--- config.mk ---
export PLATFORM = sky130hd
export DESIGN_NAME = mem_access_unit
export DESIGN_NICKNAME = d
export VERILOG_FILES = /design/src/rtl/mem_access_unit.sv
export SDC_FILE = /design/constraint.sdc
export NUM_CORES = 1
export LEC_CHECK = 0
export ABC_AREA = 1
export BUFFER_PORTS_ARGS = -buffer_cell sky130_fd_sc_hd__clkbuf_2
export CORE_MARGIN = 10
export CORE_UTILIZATION = 50
export DETAILED_ROUTE_END_ITERATION = 10
export HOLD_SLACK_MARGIN = 0.12
export PLACE_DENSITY_LB_ADDON = 0.15
export SYNTH_ARGS = -nofsm -noshare
export SYNTH_HDL_FRONTEND = slang
export SYNTH_SLANG_ARGS = --single-unit
export TNS_END_PERCENT = 50
--- constraint.sdc ---
create_clock -name i_clock -period 2.4 [get_ports i_clock]
set_input_delay 0.12 -clock i_clock [delete_from_list [all_inputs] [get_ports i_clock]]
set_output_delay 0.12 -clock i_clock [all_outputs]
set_load 0.02 [all_outputs]
--- src/rtl/mem_access_unit.sv ---
// Load/store unit between the core's memory stage and a word-wide data memory
// with asynchronous read and synchronous write. Sub-word stores use a
// two-cycle read-modify-write; misaligned or illegal-size requests are rejected.
module mem_access_unit #(
    parameter int unsigned ADDR_WIDTH = 32,
    parameter int unsigned DATA_WIDTH = 32
) (
    input  logic                  i_clock,
    input  logic                  i_reset,
    input  logic                  i_req,
    input  logic                  i_we,
    input  logic [ADDR_WIDTH-1:0] i_addr,
    input  logic [1:0]            i_size,
    input  logic                  i_unsigned,
    input  logic [DATA_WIDTH-1:0] i_wdata,
    output logic                  o_ready,
    output logic                  o_done,
    output logic [DATA_WIDTH-1:0] o_rdata,
    output logic                  o_misaligned,
    output logic [ADDR_WIDTH-1:0] o_mem_addr,
    output logic                  o_mem_we,
    output logic [DATA_WIDTH-1:0] o_mem_wdata,
    input  logic [DATA_WIDTH-1:0] i_mem_rdata
);

    localparam logic [1:0] SIZE_BYTE = 2'b00;
    localparam logic [1:0] SIZE_HALF = 2'b01;
    localparam logic [1:0] SIZE_WORD = 2'b10;

    typedef enum logic [0:0] {
        IDLE  = 1'b0,
        WRITE = 1'b1
    } state_t;

    state_t                  state;
    state_t                  state_next;
    logic                    accept;
    logic                    illegal;
    logic [DATA_WIDTH-1:0]   load_data;
    logic [DATA_WIDTH-1:0]   byte_shift;
    logic [DATA_WIDTH-1:0]   half_shift;
    logic [DATA_WIDTH-1:0]   merged;
    logic [ADDR_WIDTH-1:0]   addr_q;
    logic [1:0]              size_q;
    logic [15:0]             wdata_q;
    logic [DATA_WIDTH-1:0]   old_q;

    // Alignment/size legality of the request presented this cycle
    always_comb begin
        illegal = 1'b0;
        unique case (i_size)
            SIZE_BYTE: illegal = 1'b0;
            SIZE_HALF: illegal = i_addr[0];
            SIZE_WORD: illegal = |i_addr[1:0];
            default:   illegal = 1'b1;
        endcase
    end

    // Lane selection and sign/zero extension of the async read word
    always_comb begin
        byte_shift = i_mem_rdata >> {i_addr[1:0], 3'b000};
        half_shift = i_mem_rdata >> {i_addr[1], 4'b0000};
        load_data  = i_mem_rdata;
        unique case (i_size)
            SIZE_BYTE: load_data = i_unsigned ? {24'h0, byte_shift[7:0]}
                                              : {{24{byte_shift[7]}}, byte_shift[7:0]};
            SIZE_HALF: load_data = i_unsigned ? {16'h0, half_shift[15:0]}
                                              : {{16{half_shift[15]}}, half_shift[15:0]};
            default:   load_data = i_mem_rdata;
        endcase
    end

    // Merge the captured store bytes into the old word for the RMW write
    always_comb begin
        merged = old_q;
        if (size_q == SIZE_BYTE) begin
            merged[{addr_q[1:0], 3'b000} +: 8] = wdata_q[7:0];
        end else begin
            merged[{addr_q[1], 4'b0000} +: 16] = wdata_q;
        end
    end

    // FSM state register
    always_ff @(posedge i_clock) begin
        if (i_reset) begin
            state <= IDLE;
        end else begin
            state <= state_next;
        end
    end

    // Next state and memory-side outputs
    always_comb begin
        state_next  = state;
        o_ready     = 1'b0;
        accept      = 1'b0;
        o_mem_we    = 1'b0;
        o_mem_addr  = {i_addr[ADDR_WIDTH-1:2], 2'b00};
        o_mem_wdata = i_wdata;
        unique case (state)
            IDLE: begin
                o_ready = 1'b1;
                accept  = i_req;
                if (accept && !illegal && i_we) begin
                    if (i_size == SIZE_WORD) begin
                        o_mem_we = 1'b1;
                    end else begin
                        state_next = WRITE;
                    end
                end
            end
            WRITE: begin
                o_mem_addr  = {addr_q[ADDR_WIDTH-1:2], 2'b00};
                o_mem_we    = 1'b1;
                o_mem_wdata = merged;
                state_next  = IDLE;
            end
            default: state_next = IDLE;
        endcase
        if (i_reset) begin
            o_mem_we   = 1'b0;
            state_next = IDLE;
        end
    end

    // Completion/reject pulses, load data and RMW capture registers
    always_ff @(posedge i_clock) begin
        if (i_reset) begin
            o_done       <= 1'b0;
            o_misaligned <= 1'b0;
            o_rdata      <= '0;
            addr_q       <= '0;
            size_q       <= SIZE_BYTE;
            wdata_q      <= '0;
            old_q        <= '0;
        end else begin
            o_done       <= 1'b0;
            o_misaligned <= 1'b0;
            if (accept) begin
                if (illegal) begin
                    o_misaligned <= 1'b1;
                end else if (!i_we) begin
                    o_rdata <= load_data;
                    o_done  <= 1'b1;
                end else if (i_size == SIZE_WORD) begin
                    o_done <= 1'b1;
                end else begin
                    addr_q  <= i_addr;
                    size_q  <= i_size;
                    wdata_q <= i_wdata[15:0];
                    old_q   <= i_mem_rdata;
                end
            end
            if (state == WRITE) begin
                o_done <= 1'b1;
            end
        end
    end

endmodule

==> results of run 1 <==
-- cell type report --
cell class                      count  area [um2]  area share
Clock inverter                      8         103      0.0108
Sequential cell                   117        2340       0.246
Multi-Input combinational cell    901        4030       0.422
Timing Repair Buffer              303        2050       0.215
Antenna cell                        2        5.00    0.000525
Tap cell                          180         225      0.0236
Timing Repair inverter              1        7.51    0.000787
Clock buffer                       22         464      0.0487
Inverter                           82         320      0.0336
-- tightest hold or removal path, stage by stage --
cell,delay [ns]
clkbuf_2,0.09
inv_1,0.05
nand3_2,0.25
a21oi_1,0.10
-- kinds of logic after synthesis --
family	synth area share
AO/OA/AOI/OAI	0.135
adder cells (fa/ha/maj)	0.00892
buffers and inverters	0.100
flip-flops	0.334
other	0.000535
AND/OR/NAND/NOR	0.421
-- per-layer routing --
layer,vias to the layer above,GRT usage,part of all wire
li1,4175,-,-
met4,0,0.0677,0.017
met5,-,0,0
met3,38,0.0658,0.083
met2,346,0.362,0.46
met1,3659,0.304,0.44
-- synth_stat cells (all sizes together) --
master,instances
clkinv,3
inv,79
clkbuf,46
nand2,392
nand3,67
o21ai,131
ha,5
dfxtp,117
a21oi,43
a21boi,1
nor2,241
o211ai,8
nand4,7
conb,1
nor3,4
buf,28
-- worst paths after layout --
path,startpoint,endpoint,slack [ns],cells past startpoint
worst max-delay path,addr_q[1],o_mem_wdata[4],0.13,11
worst min-delay path,i_unsigned,o_rdata[20],0.25,4
worst max register to register,state,addr_q[17],0.69,7
worst min register to register,size_q[1],size_q[1],0.46,2
-- stage by stage --
stage	instances	power, mW	hold slack (ns)	instance area (um2)	worst slack (ns)
5_1_grt	1616	5.89	0.286	9540	-0.0294
3_5_place_dp	1495	3.05	0.366	7990	0.221
6_report	1616	5.63	0.249	9540	0.131
3_3_place_gp	1495	3.05	0.358	7990	0.219
4_1_cts	1608	5.63	0.233	9410	0.0190
2_1_floorplan	1174	2.72	0.189	7010	0.0466
-- report_power, final --
part | switching (mW) | total [mW] | internal, mW
logic | 0.655 | 1.07 | 0.413
registers | 0.0675 | 2.11 | 2.04
clock network | 0.887 | 2.46 | 1.57
-- flip-flops by register name (all words and copies together), names as in the netlist --
signal        flops
o_done            1
wdata_q          16
o_misaligned      1
addr_q           32
o_rdata          32
old_q            32
size_q            2
state             1
-- what timing repair did --
action	4_1_cts	5_1_grt
resized for setup	7	20
setup buffers	0	4
pin swaps	0	3
hold buffers	83	0
endpoints found under the hold margin	95	0
setup endpoints to repair	24	32
gates cloned	0	2
==> metrics.yaml, run 1 <==
routing:
  drt-total-wl_mm: 23.7
  vias_per_cell: 5.09
  wl_per_cell_um: 14.6
  drt_iter0_drc: 986
  vias: 8218
  ant_nets: 0
  drt_first_pass_iters: 6
  drc: 0
final_layout:
  fillers: 1229
  mostFrequentLayoutCells: "389 x nand2_1, 199 x clkbuf_2, 183 x nor2_1"
  layout_commonest_cell: "nand2_1"
  final_util: 0.690
  drive_gt1_frac: 0.233
  area_delta_synth_final_pct: 36.1
  finalNetCount: 1531
hold_path:
  hold_class: "in2reg"
floorplanning:
  die-width_um: 138
  die-height_um: 138
  die-area_um2: 19200
  io_pins: 203
  core-area_um2: 13800
  rows: 43
  initial_utilization: 0.507
global_route:
  grt_util_all_layers: 0.232
  first_global_vias: 7483
  antenna_found_initial: 2
  grt_pass1_wl_mm: 37.9
  grt_max_degree: 84
  grt_overflow: 0
synth:
  synth.avg_cell_area_um2: 5.98
  yosysTopAreaCellShare: 0.334
  ys_ff_latch: 117
  yosysSeqAreaShare: 0.334
  synth_top_area_cell: "dfxtp_1"
  synth_area_leaders: "dfxtp_1 33%, nand2_1 21%, nor2_1 10%"
  yosysWarnings: 0
  syn_inst: 1173
  syn_area_um2: 7010
  synth_cell_types: 30
power_and_ir_drop:
  p_leak_nw: 4.89
  ir_drop_v: 0.000480
  powerDensity_nw_per_um2: 590
worst_setup_path:
  path_max_fanout: 17
  crit_path_start_kind: "flop"
  critical_path.cell_chain: "inv_2, buf_12, ha_2, inv_2, nor3_4, buf_4, nand3_1, nand2_1, nand3_1, nand2_1, clkbuf_2"
  cp.arrival_ns: 2.15
  slowest_delay_ns: 0.32
  crit_type: "reg2out"
  crit_path_end_kind: "output pin"
  worst-path-buf-inv: 5
  path_delay_family: "buffers and inverters"
  required_ns: 2.28
  cp_slowest_cell: "dfxtp_1"
place:
  gp_congestion: 0.957
  hpwlAfterDp_mm: 15.9
  io_buffers: 200
clocking:
  cts_sinks: 117
  clk-insertion-delay-late_ns: 0.41
  clkSlewWorstSetupHoldPaths_ns: 0.05
  cts_tree: "built"
  cts_buffers: 17
  htree_levels: 4
  root_buffer: "clkbuf_16"
  clk_path_buf_depth: 2
job:
  max_cap_viol_count: 0
timing:
  slew_headroom: 0.509
  fmax_mhz: 441
  fin_worst_skew_ns: 0.00482
  min_period_ns: 2.27
  fin_crit_sh: 0.945
  finalHoldViolations: 0
  setup_viol: 0
  worst_pin_slew_ns: 0.736
  final-max-slew-violation-count: 0
  fin_tns_setup_ns: 0
outcome:
  outcome: "complete, no violations"
No activity file was read; power rests on OpenSTA's default activity.
==> inputs of run 2 (changes only) <==
BUFFER_PORTS_ARGS = -buffer_cell sky130_fd_sc_hd__buf_4   (was -buffer_cell sky130_fd_sc_hd__clkbuf_2)
==> run 2 against run 1 <==
Combinational power increased by 10%. Global-route usage rose by 0.66 points. Sequential power about the same. Non-clock buffer count down 3. Via count rose by 0.94%. Fmax rose by 1.3%. Critical path depth unchanged. Die area unchanged. Critical endpoint is now o_mem_wdata[22]. Largest cell class unchanged. Highest routed layer unchanged.
==> metrics.yaml, run 2 (synthesized netlist as in run 1, its figures left out) <==
timing:
  fin_crit_sh: 0.933
  worst_pin_slew_ns: 0.878
  fmax_mhz: 447
  min_period_ns: 2.24
  rsz0062_at_grt: "no"
  finalHoldViolations: 0
  setup_ws_ns: 0.161
  holdWs_ns: 0.139
  fin_tns_setup_ns: 0
  slew_headroom: 0.414
  setup_viol: 0
  final-max-slew-violation-count: 0
  fin_worst_skew_ns: 0.00736
final_layout:
  final_cells: 1614
  area_delta_synth_final_pct: 42.8
  drive_gt1_frac: 0.232
  mostFrequentLayoutCells: "389 x nand2_1, 211 x buf_4, 184 x nor2_1"
  seq_area_um2: 2340
  fillers: 1188
  layout_commonest_cell: "nand2_1"
  finalNetCount: 1527
  reg.largest.list: "addr_q x32, o_rdata x32, old_q x32"
  multi_input_area_um2: 4020
worst_setup_path:
  crit_type: "reg2out"
  crit_path_end_kind: "output pin"
  slowest_delay_ns: 0.35
  cp.depth: 11
  cp_slowest_cell: "dfxtp_1"
  worst-path-buf-inv: 3
  crit_path_start_kind: "flop"
  startpoint: "addr_q[1]"
  crit_end: "o_mem_wdata[22]"
  rr_startpoint: "state"
  critical_path.cell_chain: "inv_2, ha_4, inv_1, nor2_2, nand2_1, nor2_4, nand3_1, nand2_1, nand3_1, nand2_1, buf_4"
  required_ns: 2.28
  path_max_fanout: 8
  ff2ff_path_depth: 6
  cpMostUsedCell: "nand2_1"
  reg2reg_slack_ns: 0.77
  path_delay_family: "simple AND/OR/NAND/NOR gates"
  r2r_end: "old_q[20]"
  cp.arrival_ns: 2.12
place:
  io_buffers: 200
  preCtsSetupSlack_ns: 0.292
  gp_congestion: 0.942
  dp.cells: 1494
  hpwlAfterDp_mm: 16.0
clocking:
  clk-insertion-delay-late_ns: 0.42
  clkSlewWorstSetupHoldPaths_ns: 0.05
  cts_buffers: 17
  cts_sinks: 117
  cts_tree: "built"
  htree_levels: 4
  root_buffer: "clkbuf_16"
  clk_path_buf_depth: 2
floorplanning:
  core-area_um2: 13800
  initial_utilization: 0.507
  die-width_um: 138
  rows: 43
  die-height_um: 138
  io_pins: 203
  die-area_um2: 19200
power_and_ir_drop:
  ir_drop_v: 0.000567
  powerDensity_nw_per_um2: 571
  p_leak_nw: 5.02
  seqPwrFrac: 0.368
  clockPowerShare: 0.425
  p_sw_frac: 0.295
  pwr-share-comb: 0.206
  p_switching_mw: 1.69
  fin_total_pwr_mw: 5.72
  p_int_mw: 4.03
global_route:
  antenna_found_initial: 2
  grt_max_degree: 66
  grt_overflow: 0
  grt_util_all_layers: 0.238
  first_global_vias: 7759
  grt_pass1_wl_mm: 38.8
routing:
  vias_per_cell: 5.14
  vias: 8295
  ant_nets: 0
  wl_per_cell_um: 15.1
  drt-total-wl_mm: 24.4
  drt_first_pass_iters: 5
  drc: 0
  drt_iter0_drc: 1002
hold_path:
  hold_class: "in2reg"
  hold_start: "i_addr[1]"
job:
  max_cap_viol_count: 0
outcome:
  outcome: "complete, no violations"
==> run 2: worst min-delay path by stage <==
stage	cells after the start	end	slack (ns)
final	3	addr_q[1]	0.14
after detailed placement	2	state	0.34
after CTS	3	addr_q[1]	0.14
after global placement	2	state	0.33
after global routing	3	addr_q[1]	0.17
after floorplan	1	o_done	0.19
==> run 2: timing repair <==
| action | CTS | global route |
|---|---|---|
| endpoints found under the hold margin | 112 | 0 |
| cloned | 0 | 1 |
| endpoints found under the setup margin | 24 | 32 |
| resized for setup | 5 | 18 |
| buffers inserted | 0 | 3 |
| pin swaps | 0 | 3 |
| hold buffers | 82 | 0 |
==> run 2: final cells by class <==
type / instances / area share
timing repair buffer: 300 / 0.253
clock inverter: 11 / 0.0101
sequential: 117 / 0.234
multi-input combinational: 901 / 0.402
clock buffer: 21 / 0.0460
inverter: 82 / 0.0316
tap: 180 / 0.0225
antenna: 2 / 0.000500
==> run 2: power by group through the flow <==
| stage | Clock, mW | Sequential [mW] | Combinational, mW |
|---|---|---|---|
| finish | 2.43 | 2.11 | 1.18 |
| global route | 2.54 | 2.12 | 1.29 |
| CTS | 2.46 | 2.10 | 1.14 |
| detailed placement | 0 | 2.14 | 1.02 |
| global placement | 0 | 2.14 | 1.01 |
| floorplan | 0 | 2.16 | 0.562 |
==> run 2: worst min-delay path: stages <==
cell and delay (ns):
buf_4 0.21, nor2_1 0.09, nor2_1 0.09
==> run 2: metal layers <==
metal / routed length (um) / global-route usage / part of all wire
met1: 10400 / 0.301 / 0.43
met2: 11200 / 0.379 / 0.46
met3: 2240 / 0.0771 / 0.092
met4: 552 / 0.0716 / 0.023
met5: 0 / 0 / 0
==> run 2: per-stage QoR <==
| step | cell area, um2 | util |
|---|---|---|
| final | 10000 | 0.724 |
| after global routing | 10000 | 0.724 |
| after CTS | 9890 | 0.715 |
| after detailed placement | 8490 | 0.614 |
| after global placement | 8490 | 0.614 |
| after floorplan | 7010 | - |
